File: config.mk
export PLATFORM = sky130hd
export DESIGN_NAME = key_state_decoder
export DESIGN_NICKNAME = d
export VERILOG_FILES = /design/src/rtl/key_state_decoder.sv
export SDC_FILE = /design/constraint.sdc
export NUM_CORES = 1
export LEC_CHECK = 0
export BUFFER_PORTS_ARGS = -buffer_cell sky130_fd_sc_hd__buf_2
export CORE_UTILIZATION = 60
export DETAILED_ROUTE_END_ITERATION = 12
export PLACE_DENSITY = 0.9
export SETUP_SLACK_MARGIN = 0.2
export SYNTH_ARGS = -nofsm -noshare
export SYNTH_HDL_FRONTEND = slang
export SYNTH_SLANG_ARGS = --single-unit
File: constraint.sdc
create_clock -name clock -period 3.2 [get_ports clock]
set_clock_uncertainty 0.1 [all_clocks]
set_input_delay 0 -clock clock [delete_from_list [all_inputs] [get_ports clock]]
set_output_delay 0 -clock clock [all_outputs]
set_load 0.1 [all_outputs]
File: src/rtl/key_state_decoder.sv
// PS/2 scan-code decoder: turns make/break byte sequences into four held
// movement levels (arrow keys, optionally aliased by W/A/S/D).
module key_state_decoder #(
    parameter bit          ENABLE_WASD    = 1'b1,
    parameter logic [31:0] PREFIX_TIMEOUT = 32'd500000
) (
    input  logic       clock,
    input  logic       reset,
    input  logic [7:0] byte_in,
    input  logic       byte_valid,
    output logic       turn_right,
    output logic       turn_left,
    output logic       move_forward,
    output logic       move_backward,
    output logic       key_event
);

    typedef enum logic [2:0] {
        S_IDLE       = 3'd0,
        S_EXT        = 3'd1,
        S_BREAK      = 3'd2,
        S_EXT_BREAK  = 3'd3,
        S_PAUSE_SKIP = 3'd4
    } state_t;

    state_t      state;
    logic [2:0]  skip_cnt;
    logic [31:0] timeout_cnt;

    // Bit order everywhere: 0 right, 1 left, 2 forward, 3 backward.
    logic [3:0] arrow_bits;
    logic [3:0] wasd_bits;
    logic [3:0] arrow_next;
    logic [3:0] wasd_next;
    logic [3:0] arrow_hit;
    logic [3:0] wasd_hit;
    logic [3:0] out_vec;
    logic [3:0] out_next;

    always_comb begin
        arrow_hit = 4'b0000;
        case (byte_in)
            8'h74:   arrow_hit = 4'b0001;
            8'h6B:   arrow_hit = 4'b0010;
            8'h75:   arrow_hit = 4'b0100;
            8'h72:   arrow_hit = 4'b1000;
            default: arrow_hit = 4'b0000;
        endcase
        wasd_hit = 4'b0000;
        case (byte_in)
            8'h23:   wasd_hit = 4'b0001;
            8'h1C:   wasd_hit = 4'b0010;
            8'h1D:   wasd_hit = 4'b0100;
            8'h1B:   wasd_hit = 4'b1000;
            default: wasd_hit = 4'b0000;
        endcase
        wasd_hit = wasd_hit & {4{ENABLE_WASD}};
    end

    always_comb begin
        arrow_next = arrow_bits;
        wasd_next  = wasd_bits;
        if (byte_valid) begin
            case (state)
                S_IDLE: begin
                    if (byte_in == 8'hAA) begin
                        arrow_next = 4'b0000;
                        wasd_next  = 4'b0000;
                    end else begin
                        wasd_next = wasd_bits | wasd_hit;
                    end
                end
                S_EXT:       arrow_next = arrow_bits | arrow_hit;
                S_BREAK:     wasd_next  = wasd_bits & ~wasd_hit;
                S_EXT_BREAK: arrow_next = arrow_bits & ~arrow_hit;
                default: begin
                    arrow_next = arrow_bits;
                    wasd_next  = wasd_bits;
                end
            endcase
        end
        out_next = arrow_next | wasd_next;
    end

    always_ff @(posedge clock) begin
        if (!reset) begin
            state       <= S_IDLE;
            skip_cnt    <= 3'd0;
            timeout_cnt <= 32'd0;
            arrow_bits  <= 4'b0000;
            wasd_bits   <= 4'b0000;
            out_vec     <= 4'b0000;
            key_event   <= 1'b0;
        end else begin
            arrow_bits <= arrow_next;
            wasd_bits  <= wasd_next;
            out_vec    <= out_next;
            key_event  <= (out_next != out_vec);
            if (byte_valid) begin
                timeout_cnt <= 32'd0;
                case (state)
                    S_IDLE: begin
                        case (byte_in)
                            8'hE0:   state <= S_EXT;
                            8'hF0:   state <= S_BREAK;
                            8'hE1: begin
                                state    <= S_PAUSE_SKIP;
                                skip_cnt <= 3'd7;
                            end
                            default: state <= S_IDLE;
                        endcase
                    end
                    S_EXT:   state <= (byte_in == 8'hF0) ? S_EXT_BREAK : S_IDLE;
                    S_PAUSE_SKIP: begin
                        skip_cnt <= skip_cnt - 3'd1;
                        if (skip_cnt == 3'd1) state <= S_IDLE;
                    end
                    default: state <= S_IDLE;
                endcase
            end else if (state != S_IDLE) begin
                // The counter would reach PREFIX_TIMEOUT on this edge: abandon
                // the partial sequence and clear it instead of storing that value.
                if (timeout_cnt == PREFIX_TIMEOUT - 32'd1) begin
                    state       <= S_IDLE;
                    timeout_cnt <= 32'd0;
                end else begin
                    timeout_cnt <= timeout_cnt + 32'd1;
                end
            end else begin
                timeout_cnt <= 32'd0;
            end
        end
    end

    assign turn_right    = out_vec[0];
    assign turn_left     = out_vec[1];
    assign move_forward  = out_vec[2];
    assign move_backward = out_vec[3];

endmodule

After elaboration in Yosys (flattened, before gate mapping)
Index checks and enable logic that the tools add are counted.

operators by class
  add/subtract/negate cells = 2
  divide/modulo/power cells = 0
  bitwise operators = 9
  mux-type cells = 17
  magnitude comparators = 0
  reductions and logical operators = 8
  equality and inequality tests = 21
  shifts and indexed selects = 0
  multipliers = 0

operators with widths
  operator                 count
  $add A32 B1 Y32 const B  1
  $eq A32 B19 Y1 const B   1
  $eq A8 B7 Y1 const B     4
  $eq A8 B8 Y1 const B     4
  $pmux W4 S4              2
  $eq A8 B5 Y1 const B     3
  $pmux W3 S3              2
  $mux W4                  4
  $mux W3                  5
  $or A4 B4 Y4             3
  $pmux W4 S3              1
  $and A4 B4 Y4            2
  $eq A8 B6 Y1 const B     1
  $not A4 Y4               2
  $pmux W4 S2              1
  $eq A3 B1 Y1 const B     2
  $eq A3 B2 Y1 const B     2
  $pmux W3 S2              1
  $reduce_and A3 Y1        2
  $reduce_bool A2 Y1       3
  $ne A4 B4 Y1             1
  $reduce_or A4 Y1         1
  $eq A3 B3 Y1 const B     1
  $logic_not A3 Y1         1
  6 further kinds          7

word-level totals
  bits in read-only memories = 0
  RAM bits = 0
  input port bits = 11
  latch bits = 0
  memories = 0
  logic and storage cells = 64
  output and inout port bits = 5
  register bits = 51

Logic depth before layout (Yosys ltp)
Gate-level depths: netlist (run 1).

  word-level depth = 8
  depth in mapped cells = 7
  mapped depth without buffers = 7

Worst setup path before layout (run 1)
OpenSTA, ideal clock, no wires.

  path kind = reg-to-reg
  start point = register state[0]
  end point = register key_event
  setup slack = 1.326 ns
  setup time = 0.135 ns
  data arrival time = 1.639 ns
  cell stages (with the launch flop) = 8
  clock period less this slack = 1.874 ns
  path through = dfxtp_1 clkbuf_1 nor3b_2 and4_1 o21ai_0 a32oi_1 xor2_1 a41oi_2

between the ends
  cells in the longest elaborated chain, start to end = 5
  elaborated cells between the ends (all ways) = 10
  classes of those cells = 4 x eq/ne; 4 x mux; 1 x bitwise; 1 x reduce/logical

ends and longest elaborated chain
  what                                        RTL line  source
  start, declared                             26        state_t state;
  start signal, assigned                      113       S_EXT: state <= (byte_in == 8'hF0) ? S_EXT_BREAK : S_IDLE;
  $eq A3 B2 Y1, or another cell as far along  64        case (state)
  $pmux W4 S3 or $pmux W4 S2 (tied branches)  64
  $mux W4                                     63        if (byte_valid) begin
  $or A4 B4 Y4 (*)                            82        out_next = arrow_next | wasd_next;
  $ne A4 B4 Y1 (*)                            98        key_event <= (out_next != out_vec);
  end signal, assigned                        98
  end, declared                               15        output logic key_event

Mark *: on every way between the ends. The rest lies on a longest branch, timed or not.
A chain may end at the register's enable or synchronous reset.

Final worst setup path (run 1)
Same ends and word-level chain as after synthesis.

==> impl_metrics.ini, run 1 <==
[timing]
period_minus_slack_ns = 2.28
slew_headroom_pct = 64.8
finalMaxSlewViolations = 0
fin_setup_tns_ns = 0
setup_viol = 0
tightest_slew_ns = 0.521
timing.hold.ws_ns = 0.0395
rsz0062_at_grt = false
hold_viol_final = 0
max_freq_ghz = 0.438
period_share_pct = 71.3

[power]
leakage_nw = 0.972
clkPwrFrac_pct = 39.0
ir_drop_v = 0.000287
p_total_mw = 1.12
p_int_mw = 0.881
combPwrFrac_pct = 4.3
p_sw_share_pct = 21.4
switchingPower_mw = 0.239
seq_power_share_pct = 56.7
power.density_nw_per_um2 = 394

[global_route]
grt_pass1_wl_um = 8600
grt_usage_pct = 24.7
grt_max_degree = 22
overflow = 0
grt_pass1_vias = 2048
antenna_found_initial = 0

[synth]
synthArstFlopShare_pct = 0
yosysWarningCount = 0
syn_inst = 306
syn_avg_cell_area_um2 = 8.55
synthDistinctLibCells = 59
synthMuxAreaShare_pct = 0.383
synth_top_family_by_area = simple AND/OR/NAND/NOR gates
synth_xor_area_share_pct = 10.7
synth_fa_ha_area_share_pct = 1.43
syn_area_um2 = 2620
synth_edf_count = 0
yosysSeqAreaShare_pct = 39.0
syn_nets = 320
ys_seq_elements = 51
synth-compound-area-share_pct = 11.8
yosys.area_share.simple_pct = 33.0
synthFlopType = dfxtp_1

[detailed_routing]
avgRoutedWirePerCell_um = 14.7
ant_nets = 0
drc = 0
drt-initial-drc-count = 158
firstDrtPassIters = 5
routed_wirelength_um = 5500
vias_per_cell = 6.18
num_vias = 2305

[clocking]
cts_sinks = 51
clock-root-buffer = clkbuf_8
clock_path_buffers = 2
clkLatencyLatePin_ns = 0.31
clkSlewWorstSetupHoldPaths_ns = 0.09
cts_buffers = 5
post_cts_buffers = 0
cts_tree = yes
htreeDepth = 2

[floorplanning]
die_area_um2 = 4630
rows = 23
coreArea_um2 = 4090
start_util_pct = 64.0
die_w_um = 68.0
num_io_pins = 16
die_h_um = 68.0

[worst_setup_path]
rr_worst_depth = 6
critPathRequiredTime_ns = 3.27
path_cells = or3b_1 > o41a_1 > a31oi_1 > a21oi_1 > xor2_1 > a41oi_2
critPathMaxStageDelay_ns = 0.47
crit_family = compound AO/OA/AOI/OAI gates
arrival_ns = 2.36
crit_buf_inv = 0
r2r_start = state[0]
reg2reg_to = key_event
slowest_stage = or3b_1
critPathKind = register to register
reg2reg_slack_ns = 0.92
worst-path-max-fanout = 11
cp-end-kind = register
crit_cells = 6
worstSetupStartpointType = register

[worst_hold_path]
hp-start = byte_valid
hold_depth = 3
hold_end = skip_cnt[0]
min_path_type = primary input to register

[outcome]
status = finished clean

[layout]
final_common_cell = dfxtp_1
num_antenna_cells = 0
area_growth_syn_to_layout_pct = 8.70
layout_common_cells = dfxtp_1, nor2_1, nand2_1
fill_cells = 306
drive_gt1_share_pct = 12.7
final_area_um2 = 2840
finalNetCount = 337

[place]
io_buffers = 15
dpl-instance-area_um2 = 2710
dp_hpwl_um = 3960
place_congestion = 1.00

[job]
cap_violations = 0
[power by group through the flow]
stage | Sequential, mW | Clock, mW | Combinational [mW]
after global routing | 0.635 | 0.460 | 0.0526
after global placement | 0.650 | 0 | 0.0433
after floorplan | 0.652 | 0 | 0.0258
final | 0.635 | 0.437 | 0.0483
after CTS | 0.635 | 0.442 | 0.0472
after detailed placement | 0.650 | 0 | 0.0440
[cell usage after synthesis (2+ instances only)]
master | n | share of area (%)
nor2_1 | 46 | 6.6
nand2_1 | 25 | 3.6
xnor2_1 | 9 | 3.0
and2_1 | 5 | 1.2
a21o_1 | 2 | 0.57
nor4b_1 | 4 | 1.3
a211oi_1 | 2 | 0.57
nand4bb_1 | 2 | 0.86
o21ai_0 | 10 | 1.9
a31oi_1 | 4 | 0.96
or3_1 | 5 | 1.2
dfxtp_1 | 51 | 39
and4bb_2 | 2 | 0.96
or2_2 | 3 | 0.72
a21oi_1 | 10 | 1.9
a41oi_1 | 2 | 0.67
inv_1 | 11 | 1.6
clkbuf_1 | 6 | 0.86
ha_1 | 3 | 1.4
and3_1 | 4 | 0.96
nor3_1 | 7 | 1.3
buf_6 | 2 | 0.86
nand4_1 | 10 | 2.4
nand3_1 | 12 | 2.3
and4_1 | 6 | 2.0
nor2b_1 | 4 | 0.96
nor4_1 | 5 | 1.2
xor2_1 | 23 | 7.7
[how the worst max path moves through the flow]
stage	start	to	slack [ns]
after floorplan	state[0]	key_event	1.33
after global placement	timeout_cnt[0]	timeout_cnt[3]	1.15
after detailed placement	state[0]	key_event	1.03
after CTS	state[0]	key_event	0.99
after global routing	state[0]	key_event	0.86
final	state[0]	key_event	0.92
[what timing repair did]
item,4_1_cts,5_1_grt
hold buffers,3,0
endpoints found under the hold margin,7,0
gates resized for setup,0,0
[state kept, by name, indices dropped and copies added (netlist names)]
name,count
arrow_bits,4
key_event,1
out_vec,4
skip_cnt,3
state,3
timeout_cnt,32
wasd_bits,4
[cells by family (layout without fill, tap and decap cells)]
logic type / after synthesis / after routing
AND/OR/NAND/NOR: 154 / 154
flip-flops: 51 / 51
AO/OA/AOI/OAI: 45 / 45
XOR/XNOR: 32 / 32
buffers and inverters: 20 / 37
adder cells (fa/ha/maj): 3 / 3
multiplexers: 1 / 1
[stage by stage]
stage / worst slack (ns) / util [%] / cells
floorplan: 1.33 / - / 306
global placement: 1.15 / 66.3 / 363
detailed placement: 1.03 / 66.3 / 363
CTS: 0.986 / 69.6 / 373
global route: 0.857 / 69.6 / 373
finish: 0.918 / 69.6 / 373
[cell type report]
cell class | instances | area (um^2) | share of cell area (%)
tap | 50 | 62.6 | 2.20
clock inverter | 2 | 37.5 | 1.32
sequential | 51 | 1020 | 35.9
timing repair buffer | 19 | 113 | 3.96
inverter | 11 | 41.3 | 1.45
clock buffer | 5 | 68.8 | 2.42
multi-input combinational | 235 | 1500 | 52.7
[tightest hold or removal path, stage by stage]
cell	delay, ns
buf_2	0.16
nand2_1	0.08
o221a_2	0.17
[per-layer routing]
layer	vias to the layer above	global-route usage [%]	routed length (um)
met4	0	11.7	142
met1	1089	27.6	2410
met2	85	44.4	2700
li1	1115	-	-
met3	16	4.67	259
met5	-	0	0
Power figures use the tool's default switching activity.
==> run 2: changes to the inputs <==
- ABC_AREA: unset -> 1
- clock period: 3.2 -> 2.1 ns (I/O delays scaled with it)
==> run 2 against run 1 <==
- first-iteration DRC count up 30%
- largest power group unchanged
- largest cell class unchanged
- critical endpoint is now timeout_cnt[28]
- die area rose by 7.2%
- core utilization increased by 3.0 points
- critical path type unchanged
- routed wire length up 12%
==> impl_metrics.ini, run 2 <==
[synth]
synth_top_area_share_pct = 36.3
ys_seq_elements = 51
synth_most_common_cell = nand2_1
yosysTopAreaCell = dfxtp_1
synthArstFlopShare_pct = 0
syn_area_um2 = 2810
synthFlopType = dfxtp_1
yosysWarningCount = 0
syn_nets = 433
synthDistinctLibCells = 36
synth_commonest_cells = nand2_1, inv_1, nor2_1
syn_avg_cell_area_um2 = 6.71
synth_edf_count = 0
syn_inst = 419
yosysSeqAreaShare_pct = 36.3
synth_area_leaders = dfxtp_1, nand2_1, inv_1

[worst_setup_path]
critPathRequiredTime_ns = 2.25
worst-path-max-fanout = 4
critPathKind = register to register
reg2reg_to = timeout_cnt[28]
crit_buf_inv = 2
arrival_ns = 1.98
cp-end-kind = register
rr_worst_depth = 12
path_common_cell = nand2_2
crit_family = simple AND/OR/NAND/NOR gates
reg2reg_slack_ns = 0.26
worstSetupStartpointType = register
r2r_start = timeout_cnt[0]
path_cells = ha_4 > nand2_2 > inv_2 > nand2_2 > nor2_4 > nand2_4 > inv_4 > nand3_4 > nor3_4 > nand2_1 > or2_1 > a21oi_2
critPathMaxStageDelay_ns = 0.37
slowest_stage = dfxtp_2

[layout]
regMostFlops = timeout_cnt
seq_area_um2 = 1030
layout_common_cells = nand2_1, inv_1, nor2_1
drive_gt1_share_pct = 17.1
num_antenna_cells = 0
fill_cells = 351
largest_register_ff_count = 32
finalNetCount = 464
final_common_cell = nand2_1
area_growth_syn_to_layout_pct = 14.1
final_core_util_pct = 72.6
multi_input_comb_area_um2 = 1590

[worst_hold_path]
hold_end = state[1]
min_path_type = primary input to register
hp-start = byte_in[4]
hold_depth = 5

[floorplanning]
start_util_pct = 63.7
die_w_um = 70.4
die_area_um2 = 4960
coreArea_um2 = 4410
rows = 24
die_h_um = 70.4
num_io_pins = 16

[detailed_routing]
routed_wirelength_um = 6140
firstDrtPassIters = 4
drt-initial-drc-count = 206
drc = 0
vias_per_cell = 5.42
avgRoutedWirePerCell_um = 12.2
ant_nets = 0
num_vias = 2727

[clocking]
cts_tree = yes
htreeDepth = 2
clkSlewWorstSetupHoldPaths_ns = 0.10
cts_sinks = 51
clock-root-buffer = clkbuf_8
cts_buffers = 5
clkLatencyLatePin_ns = 0.31
clock_path_buffers = 2

[timing]
tightest_slew_ns = 0.491
slew_headroom_pct = 67.5
finalMaxSlewViolations = 0
max_freq_ghz = 0.544
period_share_pct = 87.5
setup_viol = 0
rsz0062_at_grt = true
hold_viol_final = 0
fin_setup_tns_ns = 0
period_minus_slack_ns = 1.84

[global_route]
grt_pass1_wl_um = 10400
grt_usage_pct = 25.3
overflow = 0
grt_max_degree = 23
grt_pass1_vias = 2623
antenna_found_initial = 0

[outcome]
status = finished clean

[power]
leakage_nw = 1.29
power.density_nw_per_um2 = 514
ir_drop_v = 0.000434

[place]
dp_hpwl_um = 4320
io_buffers = 15
place_congestion = 0.861

[job]
cap_violations = 0
==> run 2: cell count changes in the layout (fill, tap and decap cells not counted), moves of 10 or more <==
cell	change
inv_1	+47
xor2_1	-18
nor2_1	+11
a21oi_1	+10
nand2_1	+73
nand3_1	+16
==> run 2: worst max-delay path by stage <==
stage                   startpoint              end  slack [ns]  depth (start not counted)
floorplan           timeout_cnt[0]  timeout_cnt[28]        0.36                         12
finish              timeout_cnt[0]  timeout_cnt[28]        0.26                         12
CTS                 timeout_cnt[0]  timeout_cnt[28]        0.21                         12
detailed placement  timeout_cnt[0]  timeout_cnt[12]        0.17                          9
global route        timeout_cnt[4]  timeout_cnt[29]        0.14                          9
global placement    timeout_cnt[0]  timeout_cnt[12]        0.22                          9
==> run 2: through the flow <==
stage	cell area, um^2	setup WS [ns]	std cells	hold slack (ns)	total power [mW]
floorplan	2810	0.360	419	0.0383	1.06
global placement	2970	0.220	486	0.185	1.09
detailed placement	2970	0.165	486	0.197	1.09
CTS	3110	0.206	498	0.0419	1.66
global route	3210	0.139	503	0.0957	1.71
finish	3210	0.263	503	0.0459	1.65
==> run 2: where the power goes <==
part | internal [mW] | leakage, nW | switching, mW
sequential | 0.971 | 0.415 | 0.00358
combinational | 0.0346 | 0.829 | 0.0682
clock | 0.235 | 0.0483 | 0.335
==> run 2: cell type report <==
cell class / instances / share of cell area [%]
timing repair buffer: 28 / 5.93
clock buffer: 5 / 2.15
clock inverter: 3 / 0.585
multi-input combinational: 300 / 49.6
inverter: 64 / 7.57
tap: 52 / 2.03
sequential: 51 / 32.1
==> run 2: tightest hold or removal path: stages <==
cell	delay, ns
buf_2	0.11
nand2_1	0.08
nor4_1	0.06
nand4_1	0.09
a21oi_1	0.08
==> run 2: cell families (layout without fill, tap and decap cells) <==
| logic type | Yosys count | after routing | share of synthesized area, % |
|---|---|---|---|
| AND/OR/NAND/NOR | 254 | 254 | 43.5 |
| buffers and inverters | 68 | 100 | 9.26 |
| flip-flops | 51 | 51 | 36.3 |
| AO/OA/AOI/OAI | 33 | 33 | 6.41 |
| XOR/XNOR | 10 | 10 | 3.12 |
| adder cells (fa/ha/maj) | 3 | 3 | 1.34 |
==> run 2: per-layer routing <==
layer  vias up  track usage, %  routed length, um  share of wire [%]
met2        65            45.0               2980                 49
met3        11            4.76                254                4.1
met1      1243            30.0               2790                 45
met5         -               0                  0                  0
met4         0            9.33                113                1.8
li1       1408               -                  -                  -
==> run 2: timing repair <==
| item | CTS | global route |
|---|---|---|
| hold endpoints to repair | 4 | 0 |
| hold buffers | 2 | 0 |
| buffers inserted | 2 | 5 |
| resized for setup | 3 | 20 |
| pin swaps | 1 | 5 |
| setup endpoints to repair | 28 | 33 |
